<file path="config.mk">
export PLATFORM = sky130hd
export DESIGN_NAME = mem_arbiter
export DESIGN_NICKNAME = d
export VERILOG_FILES = /design/src/rtl/lc3b_types.sv /design/src/rtl/arb_watchdog.sv /design/src/rtl/mux2.sv /design/src/rtl/mem_arbiter.sv
export SDC_FILE = /design/constraint.sdc
export NUM_CORES = 1
export LEC_CHECK = 0
export ABC_CLOCK_PERIOD_IN_PS = 2000
export CORE_AREA = 5 5 326 328
export DETAILED_ROUTE_END_ITERATION = 16
export DIE_AREA = 0 0 331 333
export GPL_ROUTABILITY_DRIVEN = 0
export PLACE_DENSITY = 0.3
export SYNTH_ARGS = -nofsm -noshare
export SYNTH_HDL_FRONTEND = slang
export SYNTH_SLANG_ARGS = --single-unit
export TNS_END_PERCENT = 100
</file>
<file path="constraint.sdc">
create_clock -name clk -period 2 [get_ports clk]
set_input_delay 0.6 -clock clk [delete_from_list [all_inputs] [get_ports clk]]
set_output_delay 0.6 -clock clk [all_outputs]
set_load 0.01 [all_outputs]
</file>
<file path="src/rtl/lc3b_types.sv">
// Shared types for the LC-3b memory subsystem.
//   lc3b_word   : 16-bit byte address
//   lc3b_data   : 128-bit cache line
//   arb_state_t : mem_arbiter FSM state (IDLE, SERVE_I, SERVE_D)
//   mem_req_t   : the request fields forwarded to memory by the arbiter
package lc3b_types;

  typedef logic [15:0]  lc3b_word;
  typedef logic [127:0] lc3b_data;

  typedef enum logic [1:0] {
    IDLE    = 2'd0,
    SERVE_I = 2'd1,
    SERVE_D = 2'd2
  } arb_state_t;

  typedef struct packed {
    logic     we;
    lc3b_word adr;
    lc3b_data wdata;
  } mem_req_t;

  localparam int MEM_REQ_W = $bits(mem_req_t);

endpackage

</file>
<file path="src/rtl/arb_watchdog.sv">
// Transfer watchdog for mem_arbiter: a saturating cycle counter with a
// compare against the timeout limit.
//   clk_i  : rising-edge clock
//   rst_ni : asynchronous active-low reset
//   clr_i  : force the count to zero (held while the arbiter is idle)
//   inc_i  : advance the count by one this cycle
//   hit_o  : count currently equals TIMEOUT_CYCLES
module arb_watchdog #(
  parameter int TIMEOUT_CYCLES = 255,
  parameter int CNT_WIDTH      = 8
) (
  input  logic clk_i,
  input  logic rst_ni,
  input  logic clr_i,
  input  logic inc_i,
  output logic hit_o
);

  localparam logic [CNT_WIDTH-1:0] LIMIT = CNT_WIDTH'(TIMEOUT_CYCLES);

  logic [CNT_WIDTH-1:0] cnt_q, cnt_d;

  always_comb begin
    cnt_d = cnt_q;
    if (clr_i) begin
      cnt_d = '0;
    end else if (inc_i && (cnt_q != '1)) begin
      // Stop at all-ones so a stuck count can never wrap back under LIMIT.
      cnt_d = cnt_q + CNT_WIDTH'(1);
    end
  end

  always_ff @(posedge clk_i or negedge rst_ni) begin
    if (!rst_ni) begin
      cnt_q <= '0;
    end else begin
      cnt_q <= cnt_d;
    end
  end

  assign hit_o = (cnt_q == LIMIT);

endmodule

</file>
<file path="src/rtl/mux2.sv">
// Generic two-input multiplexer.
//   sel_i : 0 selects a_i, 1 selects b_i
//   a_i   : input 0
//   b_i   : input 1
//   y_o   : selected value
module mux2 #(
  parameter int WIDTH = 1
) (
  input  logic             sel_i,
  input  logic [WIDTH-1:0] a_i,
  input  logic [WIDTH-1:0] b_i,
  output logic [WIDTH-1:0] y_o
);

  assign y_o = sel_i ? b_i : a_i;

endmodule

</file>
<file path="src/rtl/mem_arbiter.sv">
// Two-requester arbiter sharing one 128-bit line-wide memory port between
// the instruction side (I-cache miss) and the data side (D-cache miss or
// writeback). One single-transfer cyc/stb/ack transaction at a time,
// round-robin on conflict, with a watchdog that aborts a transfer the
// memory never acknowledges.
//
// Handshake: a requester is pending while cyc & stb are high. Once granted,
// mem_cyc/mem_stb stay high until mem_ack (transfer done, x_ack pulses in
// that same cycle), the owner drops cyc (silent abort), or the watchdog
// fires (x_err pulses, timeout_err latches). The cycle after any of these
// is always IDLE.
//
// Ports:
//   clk, reset_n                 clock, asynchronous active-low reset
//   i_cyc/i_stb/i_we/i_adr/i_wdata   instruction-side request
//   i_rdata/i_ack/i_err              instruction-side response
//   d_*                              data-side equivalents
//   mem_cyc/mem_stb/mem_we/mem_adr/mem_wdata  memory request
//   mem_rdata/mem_ack                memory response
//   grant_d                          current owner is the data side
//   timeout_err                      sticky abort-by-timeout flag
//   state_dbg                        FSM state, for debug/checkers
module mem_arbiter
  import lc3b_types::*;
#(
  parameter int TIMEOUT_CYCLES = 255,
  parameter int CNT_WIDTH      = 8
) (
  input  logic       clk,
  input  logic       reset_n,

  input  logic       i_cyc,
  input  logic       i_stb,
  input  logic       i_we,
  input  lc3b_word   i_adr,
  input  lc3b_data   i_wdata,
  output lc3b_data   i_rdata,
  output logic       i_ack,
  output logic       i_err,

  input  logic       d_cyc,
  input  logic       d_stb,
  input  logic       d_we,
  input  lc3b_word   d_adr,
  input  lc3b_data   d_wdata,
  output lc3b_data   d_rdata,
  output logic       d_ack,
  output logic       d_err,

  output logic       mem_cyc,
  output logic       mem_stb,
  output logic       mem_we,
  output lc3b_word   mem_adr,
  output lc3b_data   mem_wdata,
  input  lc3b_data   mem_rdata,
  input  logic       mem_ack,

  output logic       grant_d,
  output logic       timeout_err,
  output arb_state_t state_dbg
);

  arb_state_t state_q, state_d;
  logic       last_d_q, last_d_d;   // 1: most recent grant went to D
  logic       terr_q, terr_d;

  logic       i_pend, d_pend;
  logic       serving;
  logic       wd_hit;
  mem_req_t   i_req, d_req, sel_req;

  assign i_pend  = i_cyc & i_stb;
  assign d_pend  = d_cyc & d_stb;
  assign serving = (state_q == SERVE_I) || (state_q == SERVE_D);

  arb_watchdog #(
    .TIMEOUT_CYCLES (TIMEOUT_CYCLES),
    .CNT_WIDTH      (CNT_WIDTH)
  ) u_watchdog (
    .clk_i  (clk),
    .rst_ni (reset_n),
    // Held clear through IDLE, so every grant starts counting from zero.
    .clr_i  (state_q == IDLE),
    .inc_i  (serving && !mem_ack),
    .hit_o  (wd_hit)
  );

  always_comb begin
    state_d  = state_q;
    last_d_d = last_d_q;
    terr_d   = terr_q;
    i_ack    = 1'b0;
    i_err    = 1'b0;
    d_ack    = 1'b0;
    d_err    = 1'b0;
    case (state_q)
      IDLE: begin
        // On conflict the side that did not win last time goes first.
        if (i_pend && (!d_pend || last_d_q)) begin
          state_d  = SERVE_I;
          last_d_d = 1'b0;
        end else if (d_pend) begin
          state_d  = SERVE_D;
          last_d_d = 1'b1;
        end
      end
      SERVE_I: begin
        // Owner abort takes priority: a coincident mem_ack is dropped.
        if (!i_cyc) begin
          state_d = IDLE;
        end else if (mem_ack) begin
          i_ack   = 1'b1;
          state_d = IDLE;
        end else if (wd_hit) begin
          i_err   = 1'b1;
          terr_d  = 1'b1;
          state_d = IDLE;
        end
      end
      SERVE_D: begin
        if (!d_cyc) begin
          state_d = IDLE;
        end else if (mem_ack) begin
          d_ack   = 1'b1;
          state_d = IDLE;
        end else if (wd_hit) begin
          d_err   = 1'b1;
          terr_d  = 1'b1;
          state_d = IDLE;
        end
      end
      default: begin
        state_d = IDLE;
      end
    endcase
  end

  always_ff @(posedge clk or negedge reset_n) begin
    if (!reset_n) begin
      state_q  <= IDLE;
      last_d_q <= 1'b1;
      terr_q   <= 1'b0;
    end else begin
      state_q  <= state_d;
      last_d_q <= last_d_d;
      terr_q   <= terr_d;
    end
  end

  assign i_req = '{we: i_we, adr: i_adr, wdata: i_wdata};
  assign d_req = '{we: d_we, adr: d_adr, wdata: d_wdata};

  mux2 #(
    .WIDTH (MEM_REQ_W)
  ) u_req_mux (
    .sel_i (grant_d),
    .a_i   (i_req),
    .b_i   (d_req),
    .y_o   (sel_req)
  );

  // Request fields are forced to zero outside a transfer.
  assign mem_cyc     = serving;
  assign mem_stb     = serving;
  assign mem_we      = serving ? sel_req.we    : 1'b0;
  assign mem_adr     = serving ? sel_req.adr   : '0;
  assign mem_wdata   = serving ? sel_req.wdata : '0;

  assign i_rdata     = mem_rdata;
  assign d_rdata     = mem_rdata;
  assign grant_d     = (state_q == SERVE_D);
  assign timeout_err = terr_q;
  assign state_dbg   = state_q;

endmodule

</file>
* Word-level counts from Yosys, hierarchy flattened
Index checks and enable logic that the tools add are counted.
** Storage, ports and cells
- Flip-flop bits (word level) :: 12
- Bits in latches :: 0
- RAM bits :: 0
- Memory bits (read-only) :: 0
- Bits of input ports :: 425
- Output and inout bits :: 411
- Word-level logic and storage cells :: 58
- Memories kept :: 0
** Operators by class
- $add $sub $neg :: 1
- $mul :: 0
- Divide/modulo/power cells :: 0
- $lt $le $gt $ge :: 0
- Eq/ne operators :: 7
- Shift-type cells :: 0
- Mux-type cells :: 31
- Bitwise gates (word level) :: 2
- Reductions and logical operators :: 13
** Operators by type and width (count)
- $mux 145 :: 1
- $mux 128 :: 1
- $mux 1 :: 18
- $mux 16 :: 1
- $mux 8 :: 2
- $mux 2 :: 6
- $add 8x1->8 const B :: 1
- $eq 8x8->1 const B :: 1
- $ne 8x8->1 const B :: 1
- $pmux 2 s3 :: 1
- $reduce_bool 2->1 :: 3
- $ne 2x2->1 const B :: 2
- $logic_and 1x1->1 :: 3
- $ne 3x3->1 const B :: 1
- $reduce_and 3->1 :: 1
- $and 1x1->1 :: 2
- $eq 2x1->1 const B :: 1
- $eq 2x2->1 const B :: 1
- $logic_not 1->1 :: 2
- $logic_not 2->1 :: 1
- $logic_or 1x1->1 :: 2
- $pmux 1 s2 :: 1
- $reduce_and 2->1 :: 1

* Logic depth before layout (Yosys ltp)
Gate-level depths: netlist (run 1).
- Depth after elaboration :: 6
- Mapped depth :: 7
- Mapped depth without buffers :: 6

* Hierarchy
From an unflattened synthesis (run 1), not the netlist that was laid out.
** Second synthesis, totals
- Cell total of the unflattened synthesis :: 661
- Area total of the unflattened synthesis :: 5642.9 um2
** By module, submodules not included
- mem_arbiter :: times used 1, cells each 453, area an instance 3224.3 um2, sequential area each 101.3 um2
- mux2 :: times used 1, cells each 161, area an instance 1944.4 um2, sequential area each 0.0 um2
- arb_watchdog :: times used 1, cells each 47, area an instance 474.2 um2, sequential area each 200.2 um2

* Worst setup path before layout (run 1)
No wires, ideal clock.
- Path type :: flip-flop to output port
- Start :: register state_q[0] (netlist: state_dbg[0])
- End :: output mem_wdata[100]
- Arrival time :: 1.767 ns
- Required time :: 1.400 ns
- Slack :: -0.367 ns
- Stages on the path, launching flop included :: 7
- Path buffers :: 3
- Cells stage by stage :: dfrtp_1 inv_1 ha_1 buf_2 clkbuf_1 clkbuf_1 nor2b_1
** Between the ends
- Longest elaborated chain between the ends :: 3
- Elaborated cells between the ends (all ways) :: 5
- Those cells by class :: eq/ne (2); mux (2); reduce/logical (1)
** Ends and longest elaborated chain
- start, declared :: line mem_arbiter.sv:63 : arb_state_t state_q, state_d;
- start signal, assigned :: line mem_arbiter.sv:144 : state_q <= state_d;
- $eq 2x1->1 or $eq 2x2->1 (tied branches) :: line mem_arbiter.sv:74 : assign serving = (state_q == SERVE_I) || (state_q == SERVE_D);
- $logic_or 1x1->1 (*) :: line mem_arbiter.sv:74
- net mem_cyc :: line mem_arbiter.sv:50 : output logic mem_cyc,
- $mux 128 (*) :: line mem_arbiter.sv:167 : assign mem_wdata = serving ? sel_req.wdata : '0;
- end, declared :: line mem_arbiter.sv:54 : output lc3b_data mem_wdata,
The timed path passes the listed nets; every way through them passes the cells marked *.

* Worst setup path in the final report (run 1)
- Start :: register state_q[0] (netlist: state_dbg[0])
- End :: output mem_wdata[125]
** Between the ends
- Longest elaborated chain between the ends :: 3
- Elaborated cells between the ends (all ways) :: 5
- Those cells by class :: eq/ne (2); mux (2); reduce/logical (1)
** Ends and longest elaborated chain (line)
- $eq 2x2->1 or $eq 2x1->1 (tied branches) :: mem_arbiter.sv:74, mem_arbiter.sv:171
- $mux 145 or $logic_or 1x1->1 (tied branches) :: mux2.sv:15, mem_arbiter.sv:74
- $mux 128 (*) :: mem_arbiter.sv:167
Every way passes the cells marked *; elsewhere a longest branch is shown, timed or not.

==> reports/summary.txt, run 1 <==
Status -> finished, violations left
Failing checks -> negative setup slack
Relative slew slack -> 0.7823
Critical path class -> reg -> out
Endpoint type of the worst setup path -> output pin
Crit Reg-Reg Endpoint -> u_watchdog.cnt_q[6]
Core Box Area -> 102900 um2
Hold Path Depth -> 1
Post-synthesis compound-gate area fraction -> 0.02746
Sink Count -> 12
1st-iter DRT viols -> 93
GRT overflow -> 0
Gr usage total -> 0.06584
Leading area contributor after synthesis -> buf_4
Largest family of logic cells by synthesized area -> buffers and inverters
Setup slack, reg-to-reg -> -0.19 ns
# fillers -> 11730
XOR/XNOR share of the synthesized area -> 0.001686
Fin. max-slew vios -> 0
Mux contribution to synthesized area -> 0.2835
Worst Clk Skew -> 0.005141 ns
Yosys reg bits -> 12
Hold_ws -> 0.4753 ns
Synthesized area -> 5195 um2
Height of the die -> 333 um
Startpoint Class -> flip-flop
Fin nets -> 1445
Rows -> 118
Die area -> 110200 um2
Tcrit/Tclk final -> 1.300
Multi-input gate area -> 4418 um2
Leakage dissipation -> 4.900 nW
DR DRC count -> 0
R2r worst-path depth -> 11
Drt wl/cell -> 17.18 um
Reg area -> 304.0 um2
Adder-Cell Fraction of Synth Area -> 0.01204
Yosys top cell area share -> 0.3728
PnR worst setup slack -> -0.5993 ns
Number of distinct library cells after synthesis -> 38
Vias/cell -> 2.405
DRT Wirelength -> 41180 um
Final setup vio count -> 156
Post-Syn Nets -> 1087
Maxcap violations -> 0
Layout cells sized above 1 -> 0.5542
Starting Density -> 0.05048
Worst skew pair latency -> 0.24 ns
Worst IR drop on VDD -> 507.6 uV
IO Count -> 836
WP data required -> 1.40 ns
Largest net degree at the start of global routing -> 24
Number of I/O port buffers -> 451
Cell area power density -> 1658 nW/um2
Via Count -> 5762
Number of antenna violations at the first check in global routing -> 5
Worst Hold Class -> reg -> reg
Area contributors post-synth -> buf_4 (37%), mux2i_1 (28%), nor2b_1 (18%), dfrtp_1 (5.3%), buf_2 (1.5%)
Fin. Hold Viols -> 0
Area delta synth->final -> 159.8%
Routed Antenna Nets -> 0
Post-cts hold buffer count -> 0
Mapped Avg Cell Area -> 7.907 um2
Clock-pin slew on the worst setup and hold paths -> 0.04 ns
R2r startpoint -> state_dbg[0]
Yosys warns -> 0
RSZ-0062 raised after global routing -> true
Vias in the first global route -> 6251
Tmin final -> 2.599 ns
First-pass GRT wire length -> 51450 um
Hold Path Sink -> timeout_err
CP arrival -> 2.00 ns
Clock buffer depth -> 2
Post-Syn Instances -> 657
Cts bufs inserted -> 3
Root Driver -> clkbuf_16
CTS tree -> built
Synth Area in Simple Gates -> 0.2146
DR pass1 iterations -> 4
H-tree levels -> 1
CP max FO -> 6
Slew at the pin with the worst max-slew slack -> 0.3262 ns
Highest achievable clock rate -> 384.7 MHz
Sequential-to-total area share from yosys stat -> 0.05804
Die width -> 331 um
Hold Startpoint -> timeout_err
Final core area utilization -> 0.1311
DP Wirelength -> 32050 um
[cells by family (layout without fill, tap and decap cells)]
| group | Yosys count | after routing |
|---|---|---|
| other | 0 | 2 |
| buffers and inverters | 294 | 651 |
| adder cells (fa/ha/maj) | 5 | 5 |
| flip-flops | 12 | 12 |
| AND/OR/NAND/NOR | 179 | 179 |
| multiplexers | 147 | 147 |
| XOR/XNOR | 1 | 1 |
| AO/OA/AOI/OAI | 19 | 19 |
[per-layer routing]
| layer | routed length (um) | track usage |
|---|---|---|
| met1 | 16940 | 0.08110 |
| met2 | 19390 | 0.1148 |
| met4 | 823 | 0.01351 |
| met5 | 10 | 0 |
| met3 | 4008 | 0.01829 |
[critical path: stages, from the launching register on]
cell and delay, ns:
dfrtp_2 0.41, inv_4 0.07, ha_4 0.18, buf_6 0.11, buf_12 0.14, buf_4 0.14, buf_8 0.10, buf_6 0.11
mux2i_4 0.26, nor2b_4 0.06, buf_6 0.14
[worst max path at each step]
stage,to,from
after CTS,mem_wdata[85],state_dbg[1]
final,mem_wdata[125],state_dbg[0]
after global routing,mem_wdata[124],state_dbg[0]
after floorplan,mem_wdata[100],state_dbg[1]
after detailed placement,mem_wdata[17],d_wdata[17]
after global placement,mem_wdata[17],d_wdata[17]
[state kept, by name, indices dropped and copies added (netlist names)]
signal,count
last_d_q,1
timeout_err,1
state_dbg,2
u_watchdog.cnt_q,8
[cells in the final DEF, fill, tap and decap left out, types with 2 or more instances in the layout]
cell type        instances
buf_12                  59
mux2i_4                 72
nand4_4                  2
a21oi_1                  3
nor2_1                   3
buf_2                   71
buf_8                   23
dfrtp_1                  9
a41oi_1                  2
ha_1                     2
o21ai_0                  2
o31ai_1                  2
clkdlybuf4s50_1        297
buf_16                   9
nor2b_2                 37
clkbuf_16                7
nor2_2                   3
clkbuf_2                 2
dlygate4sd2_1            2
nand3_1                  3
nand2b_1                 2
nor2b_1                 56
nor2b_4                 54
nand2_1                  4
mux2i_2                 22
buf_4                   73
ha_4                     3
nor3_4                   2
mux2i_1                 52
buf_6                  104
dfrtp_2                  2
diode_2                  2
[metrics by stage]
stage | power, mW | cells | setup slack (ns) | setup TNS (ns) | area (um2)
after floorplan | 6.959 | 657 | -0.05641 | -2.593 | 5609
after global placement | 14.52 | 2282 | -0.8118 | -80.28 | 10490
after detailed placement | 14.49 | 2282 | -0.8126 | -79.82 | 10490
after CTS | 21.13 | 2384 | -0.7076 | -78.68 | 12790
after global routing | 23.70 | 2395 | -0.6665 | -82.57 | 13490
final | 22.37 | 2396 | -0.5993 | -68.90 | 13500
[area by class of cell]
cell class                 count  share of cell area
timing repair buffer         644              0.5149
multi-input combinational    351              0.3274
sequential                    12             0.02253
clock buffer                   4            0.005841
antenna                        2           0.0003709
inverter                       3            0.001020
tap                         1380              0.1279
[repair_timing]
action                                 in CTS  in global routing
cloned                                     11                  5
setup endpoints to repair                 159                161
setup buffers                             101                 42
endpoints found under the hold margin       0                  0
resized for setup                         790                161
pin swaps                                   5                  9
[cell usage after synthesis (all sizes together)]
cell	number
buf	274
nor2b	147
mux2i	146
clkbuf	17
dfrtp	11
nor2	7
nand2	6
ha	5
nand3	5
a21oi	4
inv	3
nor3	3
o21ai	3
a41oi	2
and3	2
nand2b	2
nand4	2
o31ai	2
a2111oi	1
a211oi	1
a21o	1
a221o	1
a22o	1
a311oi	1
a31oi	1
a41o	1
and2	1
dfstp	1
mux2	1
nor4	1
nor4b	1
or3	1
or4	1
xor2	1
[report_power, final]
group	internal [mW]	switching (mW)	leakage, nW
Sequential	0.296	0.0384	0.159
Combinational	13.0	8.70	4.70
Clock	0.269	0.110	0.0382
Total	13.5	8.85	4.90
Power figures use the tool's default switching activity.
==> run 2, diff against run 1 <==
Settings changed: GPL_TIMING_DRIVEN set to 0.
==> run 2 against run 1 <==
  * The flow still finishes with violations (negative setup slack)
  * Via count grew 30%
  * Global-route usage grew 1.8 points
  * Core utilization grew 3.9 points
  * Final cell count grew 20%
  * First-iteration DRC count grew 56%
  * Sequential share of layout area shrank 0.51 points
  * Combinational power is essentially flat
  * Critical path type unchanged
  * Critical endpoint is now mem_wdata[95]
  * Largest cell class unchanged
  * Highest routed layer unchanged
==> reports/summary.txt, run 2 (same netlist as run 1, synthesis figures left out) <==
Status -> finished, violations left
Failing checks -> negative setup slack
CTS tree -> built
Fin nets -> 1913 (+32%)
GRT overflow -> 0 (unchanged)
Multi-input gate area -> 4496 um2 (+1.8%)
# placed instances -> 2744 (+20%)
Gr usage total -> 0.08420 (+0.01836)
Slew at the pin with the worst max-slew slack -> 0.6663 ns (+0.3402 ns)
Worst Hold Class -> reg -> reg
Fin cells -> 2864 (+20%)
Maxcap violations -> 0 (unchanged)
Leakage dissipation -> 6.880 nW (+40%)
Clock buffer depth -> 2 (unchanged)
Register share of total power -> 0.016 (about the same)
Largest Register -> u_watchdog.cnt_q
DR top layer -> met5
Tmin final -> 2.683 ns (+0.08382 ns)
RSZ-0062 raised after global routing -> true
Hold Startpoint -> timeout_err
Post-cts hold buffer count -> 0 (unchanged)
Tcrit/Tclk final -> 1.342 (+0.04191)
Core Box Area -> 102900 um2 (unchanged)
Root Driver -> clkbuf_16
Layout cells sized above 1 -> 0.5189 (-0.03535)
DR pass1 iterations -> 4 (unchanged)
H-tree levels -> 1 (unchanged)
DRT Wirelength -> 51170 um (+24%)
Sw Ratio -> 0.4068 (+0.01108)
Most frequent cells in the layout -> clkdlybuf4s50_1 (550), buf_4 (296), buf_6 (103)
Max reg flops -> 8 (unchanged)
CP max FO -> 8 (+2)
Metal3 WL -> 4752 um (+19%)
Cts bufs inserted -> 3 (unchanged)
DP Wirelength -> 43080 um (+34%)
Final setup vio count -> 152 (-2.6%)
Clock-pin slew on the worst setup and hold paths -> 0.04 ns (about the same)
Final core area utilization -> 0.1705 (+0.03936)
Hold_ws -> 0.4839 ns (+0.008549 ns)
Detail Route met2 WL -> 26900 um (+39%)
PnR worst setup slack -> -0.6831 ns (-0.08382 ns)
Highest achievable clock rate -> 372.7 MHz (-3.1%)
Vias in the first global route -> 8352 (+34%)
Number of antenna violations at the first check in global routing -> 4 (-1)
Worst skew pair latency -> 0.24 ns (about the same)
# fillers -> 11570 (-1.3%)
Rows -> 118 (unchanged)
Design Area, Final -> 17550 um2 (+30%)
Commonest non-fill, non-tap cell in the layout -> clkdlybuf4s50_1
Largest net degree at the start of global routing -> 13 (-46%)
CP arrival -> 2.08 ns (+0.08 ns)
Wl on met1 -> 19450 um (+15%)
Hold Path Depth -> 1 (unchanged)
Routed Antenna Nets -> 0 (unchanged)
Relative slew slack -> 0.5544 (-0.2279)
Final TNS setup -> -79.81 ns (-10.91 ns)
Cell area power density -> 1288 nW/um2 (-22%)
Starting Density -> 0.05048 (unchanged)
Startpoint Class -> flip-flop
Int Power -> 13.40 mW (-0.87%)
Reg area -> 306.5 um2 (+0.82%)
Height of the die -> 333 um (unchanged)
Sink Count -> 12 (unchanged)
Critical path class -> reg -> out
Worst IR drop on VDD -> 465.4 uV (-8.3%)
Dpl ws -> -1.712 ns (-0.8996 ns)
Fin. Hold Viols -> 0 (unchanged)
Drt wl/cell -> 17.87 um (+4.0%)
Overall Power -> 22.59 mW (+0.99%)
P_sw -> 9.189 mW (+3.8%)
Fin. max-slew vios -> 0 (unchanged)
Logic gate share of total power -> 0.966 (-0.002)
1st-iter DRT viols -> 145 (+56%)
R2r worst-path depth -> 9 (-2)
Die width -> 331 um (unchanged)
Area post-placement -> 14410 um2 (+37%)
Setup slack, reg-to-reg -> -0.07 ns (+0.12 ns)
Vias/cell -> 2.613 (+8.7%)
Worst Clk Skew -> 0.002610 ns (-0.002531 ns)
WP data required -> 1.40 ns (about the same)
Area delta synth->final -> 237.7%
Hold Path Sink -> timeout_err
R2r startpoint -> state_dbg[1]
First-pass GRT wire length -> 66870 um (+30%)
Clock power share -> 0.018 (about the same)
DR DRC count -> 0 (unchanged)
Endpoint type of the worst setup path -> output pin
Via Count -> 7485 (+30%)
Die area -> 110200 um2 (unchanged)
Crit Reg-Reg Endpoint -> u_watchdog.cnt_q[5]
IO Count -> 836 (unchanged)
Number of I/O port buffers -> 707 (+57%)
==> run 2: power groups by stage <==
stage	clock network, mW	registers, mW	logic (mW)
floorplan	0	0.364	6.59
finish	0.414	0.355	21.8
global placement	0	0.373	14.5
global route	0.434	0.364	23.1
detailed placement	0	0.374	14.5
CTS	0.420	0.360	20.7
==> run 2: layout make-up <==
class,instances,share of cell area
timing repair buffer,826,0.4771
multi-input combinational,351,0.2562
buffer,286,0.1445
tap,1380,0.09841
sequential,12,0.01747
clock buffer,4,0.005063
inverter,3,0.0009270
antenna,2,0.0002852
==> run 2: how the worst max path moves through the flow <==
stage                             from        endpoint  slack (ns)  depth (start not counted)
final                     state_dbg[0]   mem_wdata[95]       -0.68                          9
after global routing      state_dbg[0]   mem_wdata[88]       -0.73                          9
after CTS                 state_dbg[0]   mem_wdata[48]       -0.83                          8
after detailed placement  state_dbg[1]    mem_wdata[4]       -1.71                          6
after global placement    state_dbg[1]    mem_wdata[4]       -1.73                          6
after floorplan           state_dbg[1]  mem_wdata[100]       -0.06                          6
==> run 2: timing repair <==
action / 4_1_cts / 5_1_grt
cloned: 18 / 3
setup endpoints to repair: 153 / 155
pin swaps: 5 / 6
resized for setup: 986 / 190
hold endpoints to repair: 0 / 0
buffers inserted: 81 / 37
==> run 2: metal layers <==
layer / up-vias / GRT usage
met5: - / 0
met4: 2 / 0.002972
met3: 4 / 0.02424
met2: 409 / 0.1620
met1: 3506 / 0.09656
li1: 3564 / -
==> run 2: critical path: stages (launching register included) <==
cell and delay (ns):
dfrtp_2 0.43, inv_4 0.07, ha_4 0.13, clkbuf_16 0.18
buf_16 0.18, buf_16 0.13, buf_4 0.13, mux2i_4 0.33
nor2b_4 0.07, buf_4 0.16
==> run 3, diff against run 2 <==
Settings changed: PLACE_DENSITY 0.3 to unset.
==> run 3 against run 2 <==
  * The flow still finishes with violations (negative setup slack)
  * First-iteration DRC count grew 72%
  * Via count is 3.5% higher
  * Core utilization increased by 0.36 points
  * Maximum frequency is 1.1% lower
  * Non-clock buffer count is 4 higher
  * Cell area grew 2.1%
  * Flip-flop and latch count stayed put
==> reports/summary.txt, run 3 (same netlist as run 1, synthesis figures left out) <==
Final TNS setup -> -87.05 ns (-7.242 ns)
Crit Reg-Reg Endpoint -> u_watchdog.cnt_q[6]
Number of I/O port buffers -> 707 (unchanged)
Die area -> 110200 um2 (unchanged)
Design Area, Final -> 17910 um2 (+2.1%)
Core Box Area -> 102900 um2 (unchanged)
IO Count -> 836 (unchanged)
Root Driver -> clkbuf_16
GRT overflow -> 0 (unchanged)
Gr usage total -> 0.1071 (+0.02286)
Reg area -> 309.0 um2 (+0.82%)
Relative slew slack -> 0.6313 (+0.07689)
Number of antenna violations at the first check in global routing -> 6 (+2)
Overall Power -> 23.22 mW (+2.8%)
Vias/cell -> 2.697 (+3.2%)
DP Wirelength -> 55110 um (+28%)
Highest achievable clock rate -> 368.7 MHz (-1.1%)
CP arrival -> 2.11 ns (+0.03 ns)
Fin. Hold Viols -> 0 (unchanged)
Largest Register -> u_watchdog.cnt_q
Critical path class -> reg -> out
Rows -> 118 (unchanged)
DR DRC count -> 0 (unchanged)
Status -> finished, violations left
Slew at the pin with the worst max-slew slack -> 0.5514 ns (-0.1150 ns)
Most frequent cells in the layout -> clkdlybuf4s50_1 (550), buf_4 (313), mux2i_4 (116)
CP max FO -> 6 (-2)
Clock buffer depth -> 2 (unchanged)
First-pass GRT wire length -> 79380 um (+19%)
R2r startpoint -> state_dbg[1]
Via Count -> 7747 (+3.5%)
WP data required -> 1.40 ns (about the same)
Starting Density -> 0.05048 (unchanged)
Largest net degree at the start of global routing -> 13 (unchanged)
Hold_ws -> 0.4716 ns (-0.01226 ns)
Final setup vio count -> 154 (+1.3%)
Area post-placement -> 14410 um2 (unchanged)
Cell area power density -> 1296 nW/um2 (+0.67%)
Vias in the first global route -> 8292 (-0.72%)
DRT Wirelength -> 64860 um (+27%)
RSZ-0062 raised after global routing -> true
Commonest non-fill, non-tap cell in the layout -> clkdlybuf4s50_1
Clock-pin slew on the worst setup and hold paths -> 0.04 ns (about the same)
Maxcap violations -> 0 (unchanged)
PnR worst setup slack -> -0.7126 ns (-0.02952 ns)
Worst skew pair latency -> 0.24 ns (about the same)
1st-iter DRT viols -> 249 (+72%)
Worst Hold Class -> reg -> reg
Failing checks -> negative setup slack
Tmin final -> 2.713 ns (+0.02952 ns)
Height of the die -> 333 um (unchanged)
Area delta synth->final -> 244.8%
Drt wl/cell -> 22.58 um (+26%)
Hold Path Depth -> 1 (unchanged)
Fin. max-slew vios -> 0 (unchanged)
Multi-input gate area -> 4798 um2 (+6.7%)
Layout cells sized above 1 -> 0.5424 (+0.02350)
CTS tree -> built
Die width -> 331 um (unchanged)
# fillers -> 11380 (-1.7%)
R2r worst-path depth -> 10 (+1)
Endpoint type of the worst setup path -> output pin
Hold Startpoint -> timeout_err
Fin nets -> 1917 (+0.21%)
Hold Path Sink -> timeout_err
Max reg flops -> 8 (unchanged)
Tcrit/Tclk final -> 1.356 (+0.01476)
Leakage dissipation -> 6.877 nW (about the same)
DR pass1 iterations -> 4 (unchanged)
# placed instances -> 2744 (unchanged)
Worst IR drop on VDD -> 723.3 uV (+55%)
Setup slack, reg-to-reg -> -0.14 ns (-0.07 ns)
Fin cells -> 2872 (+0.28%)
Routed Antenna Nets -> 0 (unchanged)
H-tree levels -> 1 (unchanged)
Worst Clk Skew -> 0.002788 ns (+0.0001780 ns)
Sink Count -> 12 (unchanged)
Startpoint Class -> flip-flop
Cts bufs inserted -> 3 (unchanged)
-- run 3: changes by cell type in the layout (fill, tap and decap cells not counted), sizes merged --
cell	before	now
dlygate4sd2	2	5
buf	534	550
clkbuf	28	13
diode	2	6
-- run 3: worst max path at each step --
stage	start	end	slack, ns	cells past startpoint
6_report	state_dbg[0]	mem_wdata[24]	-0.71	9
5_1_grt	state_dbg[0]	mem_wdata[25]	-0.80	9
4_1_cts	state_dbg[0]	mem_wdata[25]	-0.82	9
3_5_place_dp	state_dbg[1]	mem_adr[8]	-1.71	6
3_3_place_gp	state_dbg[1]	mem_adr[8]	-1.70	6
2_1_floorplan	state_dbg[1]	mem_wdata[100]	-0.06	6
-- run 3: through the flow --
step / utilization / setup WS, ns
after CTS: 0.1665 / -0.8199
final: 0.1741 / -0.7126
after floorplan: - / -0.05641
after global routing: 0.1741 / -0.7995
after global placement: 0.1401 / -1.697
after detailed placement: 0.1401 / -1.714
-- run 3: layout make-up --
type                    instances  area share
flip-flops and latches         12     0.01725
clock buffers                   4    0.004959
diodes                          6   0.0008382
repair buffers                833      0.4773
inverters                       3   0.0009080
multi-input cells             351      0.2679
well taps                    1380     0.09639
plain buffers                 283      0.1345
-- run 3: where the power goes --
| part | switching [mW] | internal (mW) | total (mW) |
|---|---|---|---|
| clock | 0.109 | 0.302 | 0.411 |
| combinational | 9.96 | 12.5 | 22.4 |
| sequential | 0.0614 | 0.298 | 0.359 |
-- run 3: timing repair --
action | in CTS | in global routing
hold buffers | 0 | 0
setup endpoints to repair | 154 | 156
cloned | 9 | 3
pin swaps | 5 | 6
setup buffers | 81 | 47
endpoints found under the hold margin | 0 | 0
gates resized for setup | 1083 | 213
-- run 3: layer usage --
| metal | GRT usage | up-vias | part of all wire |
|---|---|---|---|
| met5 | 0 | - | 0 |
| met4 | 0.01342 | 0 | 0.0098 |
| met3 | 0.02936 | 24 | 0.084 |
| met2 | 0.1759 | 477 | 0.46 |
| met1 | 0.1442 | 3667 | 0.44 |
| li1 | - | 3579 | - |
-- run 3: worst max-delay path: stages (launching register included) --
cell and delay [ns]:
dfrtp_2 0.42, inv_4 0.08, ha_4 0.17, buf_6 0.12, buf_16 0.15, buf_16 0.16, buf_4 0.13, mux2i_4 0.36
nor2b_1 0.08, buf_2 0.15
==> RTL change, RTL diff (config.mk and constraints of run 1) <==
`CNT_WIDTH` is set to 8 in 2 places; all go to 10.
--- a/src/rtl/arb_watchdog.sv
+++ b/src/rtl/arb_watchdog.sv
@@ -9,3 +9,3 @@
   parameter int TIMEOUT_CYCLES = 255,
-  parameter int CNT_WIDTH      = 8
+  parameter int CNT_WIDTH      = 10
 ) (
--- a/src/rtl/mem_arbiter.sv
+++ b/src/rtl/mem_arbiter.sv
@@ -26,3 +26,3 @@
   parameter int TIMEOUT_CYCLES = 255,
-  parameter int CNT_WIDTH      = 8
+  parameter int CNT_WIDTH      = 10
 ) (
Function: no difference found for any inputs over 4 cycles, from zero or initial values and one cycle with reset_n low; that may be too few to reach the edited logic, so the function may still have changed.
==> RTL change against run 1 <==
The run still ends with setup timing left; routed wire length is 8.5% lower; register-to-register slack worse by 0.10 ns; sequential cell count up 2; non-clock buffer count shrank 24; power down 21%; area after synthesis increased by 1.6%; design area decreased by 2.1%; setup slack better by 0.074 ns; sequential share of layout area increased by 0.43 points; critical path type unchanged; critical endpoint is now mem_wdata[92].
==> RTL change: results (changes against run 1) <==
grt_max_degree: 22  # -8.3%
holdWs_ns: 0.491  # +0.0158 ns
first_iter_violations: 87  # -6.5%
yosys-top-cells-count: "buf_4 (257), mux2i_1 (146), nor2b_1 (146)"
postLayoutSetupSlackWorst_ns: -0.525  # +0.0739 ns
grt_pass1_wl_mm: 48.2  # -6.3%
avgSynthCellArea_um2: 7.88  # -0.41%
setup_violations: 159  # +1.9%
dp_cells: 2272  # -0.44%
yosys-top-cells-area: "buf_4 (37%), mux2i_1 (28%), nor2b_1 (17%)"
status: "finished, violations left"
rr_worst_depth: 9  # -2
violations: "setup timing"
fillCellCount: 11700  # +0.017%
nets: 1434  # -0.76%
arrival_ns: 1.93  # -0.07 ns
crit-reg2reg-launch: "state_dbg[1]"
internal_power_uw: 10700  # -21%
grt_pass1_vias: 6393  # +2.3%
power_leakage_uw: 0.00468  # -4.5%
critPathMaxStageDelay_ns: 0.43  # +0.02 ns
diodes: 0  # -2
viasPerCell: 2.43  # +0.93%
synth_nets: 1100  # +1.2%
p_clk_uw: 432  # +14%
-- RTL change: final cells by class --
| cell class | instances | area [um2] | area share (%) |
|---|---|---|---|
| clock buffers | 4 | 88.8 | 0.672 |
| inverters | 7 | 28.8 | 0.218 |
| multi-input cells | 358 | 4460 | 33.8 |
| flip-flops and latches | 14 | 354 | 2.68 |
| well taps | 1380 | 1730 | 13.1 |
| repair buffers | 620 | 6560 | 49.6 |
-- RTL change: worst max path at each step --
stage	from	end	slack [ns]	depth (start not counted)
after detailed placement	state_dbg[0]	mem_wdata[96]	-0.66	7
final	state_dbg[1]	mem_wdata[92]	-0.53	8
after global routing	state_dbg[0]	mem_wdata[67]	-0.58	8
after global placement	state_dbg[0]	mem_wdata[29]	-0.66	7
after CTS	state_dbg[1]	mem_wdata[77]	-0.68	9
after floorplan	state_dbg[1]	mem_adr[10]	-0.009	5
-- RTL change: per-layer routing --
layer,up-vias,global-route usage (%),part of all wire [%]
li1,2610,-,-
met1,2629,7.39,41
met2,499,9.65,44
met3,34,3.10,14
met4,12,0.459,0.41
met5,-,1.04,0.57
-- RTL change: kinds of logic after synthesis --
logic type	Yosys count	synth area share, %
compound gates	24	3.20
buf+inv	298	39.9
xor+xnor	3	0.498
flops	14	6.66
fa+ha+maj	5	1.19
simple gates	179	20.7
mux	147	27.9
-- RTL change: repair_timing --
| item | in CTS | in global routing |
|---|---|---|
| resized for setup | 695 | 319 |
| endpoints found under the setup margin | 157 | 164 |
| buffers inserted | 77 | 33 |
| pin swaps | 7 | 14 |
| gates cloned | 17 | 6 |
-- RTL change: critical path, delay by kind of cell (launching register included) --
family | cells | cell delay (ns)
DFF | 1 | 0.43
muxes | 1 | 0.18
adders and majority gates | 1 | 0.21
buffers and inverters | 5 | 0.65
and+or+nand+nor | 1 | 0.17
